[src/rtl/keysearch_scheduler.sv]
// rtl/keysearch_scheduler.sv - RC4 key-space chunk dispatcher with round-robin grant and found/exhausted latch
// Optional: define KEYSEARCH_PERF_EN to add the search_cycles counter output.
module keysearch_scheduler #(
   parameter int                   NUM_CORES  = 5,
   parameter int                   KEY_WIDTH  = 24,
   parameter logic [KEY_WIDTH-1:0] KEY_LIMIT  = 24'h3FFFFF,
   parameter logic [KEY_WIDTH-1:0] CHUNK_SIZE = 24'h010000,
   parameter int                   IDX_W      = $clog2(NUM_CORES)
) (
   input  logic                           clk,
   input  logic                           reset_n,
   input  logic                           start,
   input  logic [NUM_CORES-1:0]           core_req,
   input  logic [NUM_CORES-1:0]           core_done,
   input  logic [NUM_CORES-1:0]           core_found,
   input  logic [NUM_CORES*KEY_WIDTH-1:0] core_key,
   output logic [NUM_CORES-1:0]           core_grant,
   output logic [KEY_WIDTH-1:0]           chunk_base,
   output logic [KEY_WIDTH-1:0]           chunk_last,
   output logic                           core_abort,
   output logic                           busy,
   output logic                           found,
   output logic                           exhausted,
   output logic [KEY_WIDTH-1:0]           found_key,
   output logic [IDX_W-1:0]               found_core
`ifdef KEYSEARCH_PERF_EN
   ,
   output logic [31:0]                    search_cycles
`endif
);

   localparam int CNT_W = $clog2(NUM_CORES + 1);
   localparam int OS_W  = CNT_W + 1;
   localparam int NB_W  = KEY_WIDTH + 1;
   localparam logic [NB_W-1:0] LIMIT_X = {1'b0, KEY_LIMIT};
   localparam logic [NB_W-1:0] CHUNK_X = {1'b0, CHUNK_SIZE};

   typedef enum logic [2:0] {
      S_IDLE,
      S_DISPATCH,
      S_DRAIN,
      S_FOUND,
      S_EXHAUSTED
   } state_t;

   state_t                 state, state_nxt;
   logic [NB_W-1:0]        next_base, next_base_nxt;
   logic [CNT_W-1:0]       outstanding, outstanding_nxt;
   logic [IDX_W-1:0]       rr_ptr, rr_ptr_nxt;
   logic [NUM_CORES-1:0]   last_grant_mask, last_grant_mask_nxt;
   logic [NUM_CORES-1:0]   grant_nxt;
   logic [KEY_WIDTH-1:0]   chunk_base_nxt, chunk_last_nxt, found_key_nxt;
   logic [IDX_W-1:0]       found_core_nxt;

   logic [NUM_CORES-1:0]   eligible;
   logic                   pick_valid;
   logic [IDX_W-1:0]       pick_idx;
   logic [IDX_W-1:0]       finder_idx;
   logic [KEY_WIDTH-1:0]   finder_key;
   logic [CNT_W-1:0]       done_cnt;
   logic [NB_W-1:0]        chunk_end;
   logic [OS_W-1:0]        out_sum;
   logic                   start_ok;

   assign busy       = (state == S_DISPATCH) || (state == S_DRAIN);
   assign found      = (state == S_FOUND);
   assign exhausted  = (state == S_EXHAUSTED);
   assign core_abort = found || exhausted;
   assign start_ok   = start && !busy;

   // Round-robin: first eligible core at or above rr_ptr, otherwise wrap to the lowest.
   always_comb begin
      eligible   = core_req & ~last_grant_mask;
      pick_valid = 1'b0;
      pick_idx   = '0;
      for (int c = 0; c < NUM_CORES; c++) begin
         if (!pick_valid && eligible[c] && (IDX_W'(c) >= rr_ptr)) begin
            pick_valid = 1'b1;
            pick_idx   = IDX_W'(c);
         end
      end
      for (int c = 0; c < NUM_CORES; c++) begin
         if (!pick_valid && eligible[c]) begin
            pick_valid = 1'b1;
            pick_idx   = IDX_W'(c);
         end
      end
   end

   // Lowest-index finder wins when several cores report in the same cycle.
   always_comb begin
      finder_idx = '0;
      finder_key = '0;
      done_cnt   = '0;
      for (int i = NUM_CORES - 1; i >= 0; i--) begin
         if (core_found[i]) begin
            finder_idx = IDX_W'(i);
            finder_key = core_key[i*KEY_WIDTH +: KEY_WIDTH];
         end
      end
      for (int i = 0; i < NUM_CORES; i++) begin
         done_cnt = done_cnt + CNT_W'(core_done[i]);
      end
   end

   assign chunk_end = next_base + CHUNK_X - NB_W'(1);

   always_comb begin
      state_nxt           = state;
      next_base_nxt       = next_base;
      outstanding_nxt     = outstanding;
      rr_ptr_nxt          = rr_ptr;
      last_grant_mask_nxt = '0;
      grant_nxt           = '0;
      chunk_base_nxt      = chunk_base;
      chunk_last_nxt      = chunk_last;
      found_key_nxt       = found_key;
      found_core_nxt      = found_core;
      out_sum             = '0;

      case (state)
         S_DISPATCH: begin
            if (|core_found) begin
               state_nxt      = S_FOUND;
               found_key_nxt  = finder_key;
               found_core_nxt = finder_idx;
            end else if (next_base > LIMIT_X) begin
               state_nxt = S_DRAIN;
            end else if (pick_valid) begin
               grant_nxt[pick_idx]           = 1'b1;
               last_grant_mask_nxt[pick_idx] = 1'b1;
               chunk_base_nxt = next_base[KEY_WIDTH-1:0];
               chunk_last_nxt = (chunk_end > LIMIT_X) ? KEY_LIMIT : chunk_end[KEY_WIDTH-1:0];
               next_base_nxt  = next_base + CHUNK_X;
               rr_ptr_nxt     = (pick_idx == IDX_W'(NUM_CORES - 1)) ? '0 : pick_idx + IDX_W'(1);
            end
         end
         S_DRAIN: begin
            if (|core_found) begin
               state_nxt      = S_FOUND;
               found_key_nxt  = finder_key;
               found_core_nxt = finder_idx;
            end else if (outstanding == '0) begin
               state_nxt = S_EXHAUSTED;
            end
         end
         default: begin
            if (start) begin
               state_nxt      = S_DISPATCH;
               next_base_nxt  = '0;
               rr_ptr_nxt     = '0;
               found_key_nxt  = '0;
               found_core_nxt = '0;
            end
         end
      endcase

      // Grant and done in one cycle net out; done with nothing in flight saturates at zero.
      if (busy) begin
         out_sum = OS_W'(outstanding) + OS_W'(|grant_nxt);
         if (out_sum >= OS_W'(done_cnt)) outstanding_nxt = CNT_W'(out_sum - OS_W'(done_cnt));
         else                            outstanding_nxt = '0;
      end else if (start) begin
         outstanding_nxt = '0;
      end
   end

   always_ff @(posedge clk or negedge reset_n) begin
      if (!reset_n) begin
         state           <= S_IDLE;
         next_base       <= '0;
         outstanding     <= '0;
         rr_ptr          <= '0;
         last_grant_mask <= '0;
         core_grant      <= '0;
         chunk_base      <= '0;
         chunk_last      <= '0;
         found_key       <= '0;
         found_core      <= '0;
      end else begin
         state           <= state_nxt;
         next_base       <= next_base_nxt;
         outstanding     <= outstanding_nxt;
         rr_ptr          <= rr_ptr_nxt;
         last_grant_mask <= last_grant_mask_nxt;
         core_grant      <= grant_nxt;
         chunk_base      <= chunk_base_nxt;
         chunk_last      <= chunk_last_nxt;
         found_key       <= found_key_nxt;
         found_core      <= found_core_nxt;
      end
   end

`ifdef KEYSEARCH_PERF_EN
   always_ff @(posedge clk or negedge reset_n) begin
      if (!reset_n)                                search_cycles <= '0;
      else if (start_ok)                           search_cycles <= '0;
      else if (busy && (search_cycles != '1))      search_cycles <= search_cycles + 32'd1;
   end
`endif

endmodule

[config.mk]
export PLATFORM = sky130hd
export DESIGN_NAME = keysearch_scheduler
export DESIGN_NICKNAME = d
export VERILOG_FILES = /design/src/rtl/keysearch_scheduler.sv
export SDC_FILE = /design/constraint.sdc
export NUM_CORES = 1
export LEC_CHECK = 0
export CAP_MARGIN = 25
export CORE_MARGIN = 2
export CORE_UTILIZATION = 41
export CTS_CLUSTER_SIZE = 24
export DETAILED_ROUTE_END_ITERATION = 7
export PLACE_DENSITY = 0.8
export REMOVE_ABC_BUFFERS = 1
export SYNTH_ARGS = -nofsm -noshare
export SYNTH_HDL_FRONTEND = slang
export SYNTH_SLANG_ARGS = --single-unit
[constraint.sdc]
create_clock -name clk -period 3.2 [get_ports clk]
set_input_delay 0.48 -clock clk [delete_from_list [all_inputs] [get_ports clk]]
set_output_delay 0.48 -clock clk [all_outputs]
set_load 0.03 [all_outputs]
# ---- Yosys cells after proc, flatten, opt, wreduce, memory -nomap -nowiden
# Index checks and enable logic that the tools add are counted.
# W data, S select, Z words.
dict set report word_totals {
  in_bits 138
  elab_cells 142
  ff_bits 114
  output_inout_bits 84
}
dict set report classes {
  magnitude_cmp 10
  n_reduce_logical 38
  mux 60
  add_sub_neg 9
  eq_ne 11
  bitwise 5
}
# cell count
set op_table {}
lappend op_table {{$mux W24} 9}
lappend op_table {{$mux W25} 4}
lappend op_table {{$mux W3} 26}
lappend op_table {{$gt A25 B22 Y1 const B} 2}
lappend op_table {{$pmux W25 S2} 1}
lappend op_table {{$add A25 B17 Y25 const B} 1}
lappend op_table {{$sub A25 B1 Y25 const B} 1}
lappend op_table {{$mux W5} 4}
lappend op_table {{$logic_and A1 B1 Y1} 15}
lappend op_table {{$mux W1} 12}
lappend op_table {{$pmux W3 S2} 2}
lappend op_table {{$reduce_or A5 Y1} 2}
lappend op_table {{$logic_not A1 Y1} 9}
lappend op_table {{$add A3 B1 Y3} 2}
lappend op_table {{$eq A3 B2 Y1 const B} 2}
lappend op_table {{$eq A3 B3 Y1 const B} 2}
lappend op_table {{$ge A1 B3 Y1 const A} 2}
lappend op_table {{$ge A2 B3 Y1 const A} 2}
lappend op_table {{$ne A2 B2 Y1 const B} 3}
lappend op_table {{$ne A3 B1 Y1 const B} 2}
lappend op_table {{$reduce_bool A2 Y1} 3}
lappend op_table {{$and A5 B5 Y5} 1}
lappend op_table {{$not A5 Y5} 1}
lappend op_table {{$reduce_and A5 Y1} 1}
lappend op_table {{21 further kinds} 24}

# ---- Depth between registers and ports, before layout
# Gate-level depths: netlist (run 1).
dict set report depth {
  ltp_word 48
  depth_mapped 15
  mapped_depth_nobuf 13
}

# ---- Worst setup path before layout (run 1)
# No wires, ideal clock.
dict set report synth_path {
  path_kind {input to register}
  from {in core_found[1]}
  to {reg outstanding[1]}
  path_buffers 2
  t_arrival_ns 2.912
  t_required_ns 3.078
  setup_slack_ns 0.167
  setup_ns 0.122
  path_stages 12
  cell_sequence {or2_1 buf_6 nor4_4 o2111ai_2 clkinv_2 buf_2 ha_1 ha_1 fa_1 a21oi_1 o21ai_0 a32o_1}
}
dict set report synth_via {
  elab_chain_cells 8
  word_cells_on_any_way 9
  classes_between {add/sub (2); order compare (1); mux (4); reduce/logical (2)}
}
# element line
set synth_rtl {}
lappend synth_rtl {{start: declaration} 15} ;# input logic [NUM_CORES-1:0] core_found,
lappend synth_rtl {{$reduce_or A5 Y1 *} 123} ;# if (|core_found) begin
lappend synth_rtl {{$mux W5 *} 123}
lappend synth_rtl {{$mux W5 *} 121} ;# case (state)
lappend synth_rtl {{$reduce_or A5 Y1 *} 160} ;# out_sum = OS_W'(outstanding) + OS_W'(|grant_nxt);
lappend synth_rtl {{$add A3 B1 Y4 *} 160}
lappend synth_rtl {{$ge A4 B3 Y1 / $sub A3 B3 Y3 (equally long branches)} 161} ;# if (out_sum >= OS_W'(done_cnt)) outstanding_nxt = CNT_W'(out_sum - OS_W'(done_cnt));
lappend synth_rtl {{$mux W3 *} 161}
lappend synth_rtl {{$mux W3 *} 159} ;# if (busy) begin
lappend synth_rtl {{end signal: assignment} 183} ;# outstanding <= outstanding_nxt;
lappend synth_rtl {{end: declaration} 48} ;# logic [CNT_W-1:0] outstanding, outstanding_nxt;
# Mark *: on every way between the ends. The rest lies on a longest branch, timed or not.
# A chain may end at the register's enable or synchronous reset.

# ---- Worst setup path after layout (run 1)
# Ends and elaborated chain as after synthesis.

==> results.md, run 1 <==
* Mapped Cells at slightly below 500
* Worst EP required at 3430 ps
* Worst slew pin tran at 931 ps
* WL final at 13800 microns
* Total Nets Final at 823
* Pwr dens at 679 nW/um^2
* Post-Syn Area at 4350 sq um
* Top_reg_cell synth: dfrtp_1
* First-pass GRT wire length at between 20000 and 25000 microns
* Critical path peak fanout at 2
* Period utilization at about nine tenths
* P&R area growth vs syn at 52.2%
* CTS Buffer Depth at 2
* Syn. warnings at 0
* CTS hold repair buffers at 0
* Post-DP Area at 6370 sq um
* Clock Tree Root: clkbuf_8
* Share of the synthesized area in the top cell type at 38.6%
* Slack of the critical path at roughly 320 ps
* Status: finished, final reports clean
* Unrepaired setup endpoints after global routing: false
* Fraction of layout cells with a size suffix above 1 at 7.10%
* Largest net degree at the start of global routing at 39
* GRT overflow at 0
* Hold Slack at 188 ps
* Detailed Routing Iterations Pass 1 at 5
* Worst VDD drop at approximately 0.5 mV
* Row count at 37
* Clk_skew at 7.69 ps
* DIE AREA at ~11000 sq um
* Number of global-route vias before repair at 4515
* Peak Freq at about 350 MHz
* Cell taking the most area after synthesis: dfrtp_1
* Critical setup path kind: primary input to register
* Core Box Area at 10300 sq um
* Postcts setup bufs at 0
* Initial antenna violation count at 0
* Via count at 4418
* Die width at 107 microns
* Hold WC Path Type: primary input to asynchronous set/reset pin
* Antenna Cells at 0
* Final setup viols at 0
* Max transition margin at a little under two fifths
* RD Place Congestion at about 0.84
* Die height at 107 microns
* Vias/cell at 5.44
* Post-route ant nets at 0
* Post-route DRC at 0
* Static leakage at 2.84 nW
* DR iter-0 viols at 400
* Seq/Total Area, Yosys at 38.6%
* I/O pins at 222
* Starting density of the core at a little over two fifths
* Crit end category: register
* Critical Path Start Type: primary input
* All-layer global routing usage at between 20% and 30%
* Slew Viols, Final at 0
* Synth area leaders: dfrtp_1, buf_4, a221o_1, nand2_1, o31ai_1
* HPWL Detailed at 10700 microns
* Worst-Skew Late Latency at roughly 340 ps
* CTS Buf Count at 9
* Crit path time final at about 2900 ps
* IO buf count at between 200 and 250
* CP arrival at roughly 3100 ps
* H-tree depth at 3
* MaxCap Viol Count at 0
* Post-synth EDFFs at 0
* WL/cell at 17.0 microns
* Hold Violations, Final at 0
* Synth Register Bits at 67
* CTS clk-pin slew, worst paths at about 80 ps
* Syn_area_per_cell at between 8 and 9 sq um
* Place WS at -44.2 ps
* Clock sink total at 67
* Fraction of registers with async set/reset at 100%
* Post-CTS resize count at 0
* Distinct cell type count after synthesis at 58
* Fin area at 6610 sq um
* CTS tree: yes
* FILL cells at 873
worst max-delay path, cell delays in order:
cell             delay [ps]
clkdlybuf4s50_1         410
or2_1                   280
nor4_4                  250
o2111ai_2               190
clkinv_2                 90
ha_1                    170
ha_1                    270
fa_1                    450
a21oi_1                 120
o21ai_0                 120
a32o_1                  280
Yosys cell counts, types with 5 or more instances:
master	number
nor2_1	25
o31ai_1	26
nand2_1	63
a21oi_1	35
clkbuf_1	17
nand4_1	5
nor3_1	7
buf_4	37
and2_1	10
xor2_1	5
buf_2	9
inv_1	19
nand2b_1	10
nand3_1	6
ha_1	11
o21ai_0	18
dfrtp_1	67
o22ai_1	23
a221o_1	24
xnor2_1	7
final timing paths:
check	from	to	slack, ps	cells after the start
max	core_found[1]	outstanding[1]	320	11
min	reset_n	chunk_last[18]	190	1
max reg2reg	last_grant_mask[2]	outstanding[1]	470	10
min reg2reg	chunk_base[16]	chunk_base[16]	470	2
max in group asynchronous	reset_n	found_key[0]	2360	2
min in group clk	chunk_base[16]	chunk_base[16]	470	2
layout by cell type (no fill, tap or decap), types with 7 or more instances in the layout:
master / count
nand2b_1: 10
o31ai_1: 26
o21ai_0: 18
ha_1: 11
clkdlybuf4s50_1: 204
conb_1: 16
xnor2_1: 7
buf_4: 18
a21oi_1: 35
nor3_1: 7
a221o_1: 24
and2_1: 10
nand2_1: 63
clkbuf_8: 9
o22ai_1: 23
inv_1: 19
dfrtp_1: 67
nor2_1: 25
sequential cells by signal, summed over array words and instances (netlist names):
name	flops
found_key	24
found_core	3
rr_ptr	3
chunk_base	8
chunk_last	9
last_grant_mask	5
state	3
outstanding	3
next_base	9
stage by stage:
stage | power (mW) | instances | setup TNS [ps] | utilization (%)
floorplan | 2.50 | 435 | -7950 | -
global placement | 3.59 | 795 | 0 | 61.5
detailed placement | 3.65 | 796 | -44.2 | 61.7
CTS | 4.52 | 812 | 0 | 64.1
global route | 4.73 | 812 | 0 | 64.1
finish | 4.49 | 812 | 0 | 64.1
where the power goes:
part           leakage, nW  internal, mW  switching, mW
clock network        0.113         0.519          0.341
logic                 1.84          1.02           1.37
registers            0.881          1.07          0.173
layer usage:
| metal | GRT usage (%) | wire (microns) | up-vias |
|---|---|---|---|
| met5 | 0 | 0 | - |
| met4 | 6.96 | 228 | 0 |
| met3 | 4.98 | 971 | 23 |
| met2 | 41.8 | 6980 | 218 |
| met1 | 31.1 | 5650 | 2106 |
| li1 | - | - | 2071 |
cells by family (layout without fill, tap and decap cells):
group | count (synthesis) | in the layout | synth area share, %
compound gates | 154 | 154 | 24.9
simple gates | 148 | 148 | 17.0
buf+inv | 88 | 262 | 11.8
flops | 67 | 67 | 38.6
fa+ha+maj | 14 | 14 | 4.55
xor+xnor | 12 | 12 | 2.42
mux | 3 | 3 | 0.691
other cells | 1 | 16 | 0.0863
cell type report:
cell class / count / area [sq um] / area share [%]
clock buffers: 10 / 128 / 1.93
clock inverters: 6 / 114 / 1.72
inverters: 21 / 80.1 / 1.21
multi-input cells: 347 / 2220 / 33.5
flip-flops and latches: 67 / 1680 / 25.4
well taps: 136 / 170 / 2.57
repair buffers: 225 / 2230 / 33.7
No activity file was read; power rests on OpenSTA's default activity.
==> run 2, diff against run 1 <==
--- a/config.mk
+++ b/config.mk
@@ -11,7 +11,6 @@
 export CTS_CLUSTER_SIZE = 24
 export DETAILED_ROUTE_END_ITERATION = 7
 export PLACE_DENSITY = 0.8
-export REMOVE_ABC_BUFFERS = 1
 export SYNTH_ARGS = -nofsm -noshare
 export SYNTH_HDL_FRONTEND = slang
 export SYNTH_SLANG_ARGS = --single-unit
==> run 2 against run 1 <==
Sequential share of layout area is 0.18 points higher. Worst hold slack better by 280 ps. Via count is 2.1% lower. Setup slack worse by 86 ps. Die area stayed put. Sequential cell count stayed put. Clock power is 7.1% lower. Clock skew is 4.2 ps higher. Maximum frequency is 2.9% lower. Cell area is 0.70% lower. Combinational power hardly changed. Highest routed layer unchanged.
==> results.md, run 2 (synthesis results as in run 1) <==
* Status: finished, final reports clean
* Worst setup path endpoint: outstanding[1]
* Worst R2R Start: state[0]
* Crit end category: register
* Critical path peak fanout at 2
* Critical Path Start Type: primary input
* Worst EP required at ~3400 ps
* Initial antenna violation count at 0
* Total Nets Final at 821
* H-tree depth at 3
* Crit-path most repeated cell: ha_1
* Die width at 107 microns
* Fraction of layout cells with a size suffix above 1 at about 6.7%
* Period utilization at 92.8%
* Peak Freq at 337 MHz
* CTS Buffer Depth at 2
* Post-DP Area at 6330 sq um
* Clock sink total at 67
* GRT overflow at 0
* Max transition margin at approximately a third
* Row count at 37
* Core Box Area at just over 10000 sq um
* Starting density of the core at 42.1%
* CTS clk-pin slew, worst paths at 70 ps
* Worst Setup SP: core_found[1]
* CTS tree: yes
* IO buf count at 205
* DR iter-0 viols at between 200 and 300
* HPWL Detailed at ~11000 microns
* Commonest non-fill, non-tap cell in the layout: clkdlybuf4s50_1
* Vias/cell at between 5 and 6
* Worst slew pin tran at 1020 ps
* Largest regs: found_key: 24 flops, chunk_last: 9 flops, next_base: 9 flops
* Unrepaired setup endpoints after global routing: false
* DIE AREA at ~11000 sq um
* CP bufs+invs at 2
* Crit path largest cell delay at between 400 and 500 ps
* Critical path depth at 11
* Max reg flops at 24
* CP arrival at 3190 ps
* Via count at 4325
* Top delay family on crit path: adder cells
* Static leakage at 2.82 nW
* Hold Slack at roughly 470 ps
* Number of global-route vias before repair at roughly 4300
* CTS Buf Count at 9
* All-layer global routing usage at between 20% and 30%
* Postcts setup bufs at 0
* Reg2reg path depth at 9
* Largest net degree at the start of global routing at 38
* I/O pins at 222
* Clk_skew at around 12 ps
* MaxCap Viol Count at 0
* Most flop-heavy register: found_key
* WL final at 13400 microns
* Crit-path cells: clkdlybuf4s50_1 > or2_1 > nor4_4 > o2111ai_2 > clkinv_2 > ha_1 > ha_1 > fa_1 > a21oi_1 > o21ai_0 > a32o_1
* Hold Violations, Final at 0
* Slowest stage cell, crit path: fa_1
* Antenna Cells at 0
* Worst VDD drop at 0.517 mV
* P&R area growth vs syn at 51.1%
* Worst R2R End: outstanding[1]
* Post-route ant nets at 0
* Detailed Routing Iterations Pass 1 at 5
* Most frequent cells in the layout: clkdlybuf4s50_1, dfrtp_1, nand2_1
* Pwr dens at 673 nW/um^2
* Hold WC Path Type: primary input to asynchronous set/reset pin
* RD Place Congestion at ~0.90
* WL/cell at 16.6 microns
* R2R setup slack at 360 ps
* Clock Tree Root: clkbuf_8
* First-pass GRT wire length at 21000 microns
* Die height at 107 microns
* Crit path time final at slightly below 3000 ps
* Slew Viols, Final at 0
* Worst-Skew Late Latency at 340 ps
* Final setup viols at 0
* Critical setup path kind: primary input to register
* Post-route DRC at 0
* Fin area at between 6000 and 7000 sq um
[run 2: how the worst min path moves through the flow]
stage	startpoint	end	cells past startpoint
finish	reset_n	found_key[15]	2
global route	reset_n	found_key[15]	2
CTS	reset_n	found_key[15]	2
detailed placement	reset_n	found_key[15]	1
global placement	reset_n	found_key[15]	1
floorplan	reset_n	chunk_base[16]	0
[run 2: metal layers]
metal	vias to the layer above	GRT usage, %	part of all wire (%)
met3	29	3.53	6.6
met4	0	9.74	3.0
li1	2070	-	-
met5	-	0	0
met2	214	40.9	51
met1	2012	27.8	40
[run 2: final cells by class]
type	instances	area, sq um
flip-flops and latches	67	1680
clock inverters	4	72.6
inverters	21	80.1
repair buffers	223	2200
clock buffers	12	155
multi-input cells	347	2220
fillers	861	3760
well taps	136	170
[run 2: repair_timing]
item / 4_1_cts / 5_1_grt
endpoints found under the hold margin: 2 / 0
gates resized for setup: 0 / 0
hold buffers: 1 / 0
[run 2: through the flow]
stage               total power, mW  instances  util (%)  TNS (ps)  setup slack, ps
detailed placement             3.64        793      61.3      -238             -136
CTS                            4.45        810      63.6         0              221
global placement               3.59        793      61.3         0             49.2
finish                         4.42        810      63.6         0              230
floorplan                      2.74        502         -         0              167
global route                   4.67        810      63.6         0             36.0
[run 2: report_power, final]
group | switching (mW) | total, mW | internal [mW]
logic | 1.37 | 2.38 | 1.01
clock network | 0.319 | 0.800 | 0.480
registers | 0.170 | 1.24 | 1.07
==> run 3, diff against run 2 <==
--- a/config.mk
+++ b/config.mk
@@ -8,7 +8,8 @@
 export CAP_MARGIN = 25
 export CORE_MARGIN = 2
 export CORE_UTILIZATION = 41
-export CTS_CLUSTER_SIZE = 24
+export CTS_CLUSTER_DIAMETER = 50
+export CTS_CLUSTER_SIZE = 20
 export DETAILED_ROUTE_END_ITERATION = 7
 export PLACE_DENSITY = 0.8
 export SYNTH_ARGS = -nofsm -noshare
==> results of run 3 <==
Same layout as run 2: the final DEF is identical, and so are final timing and power.
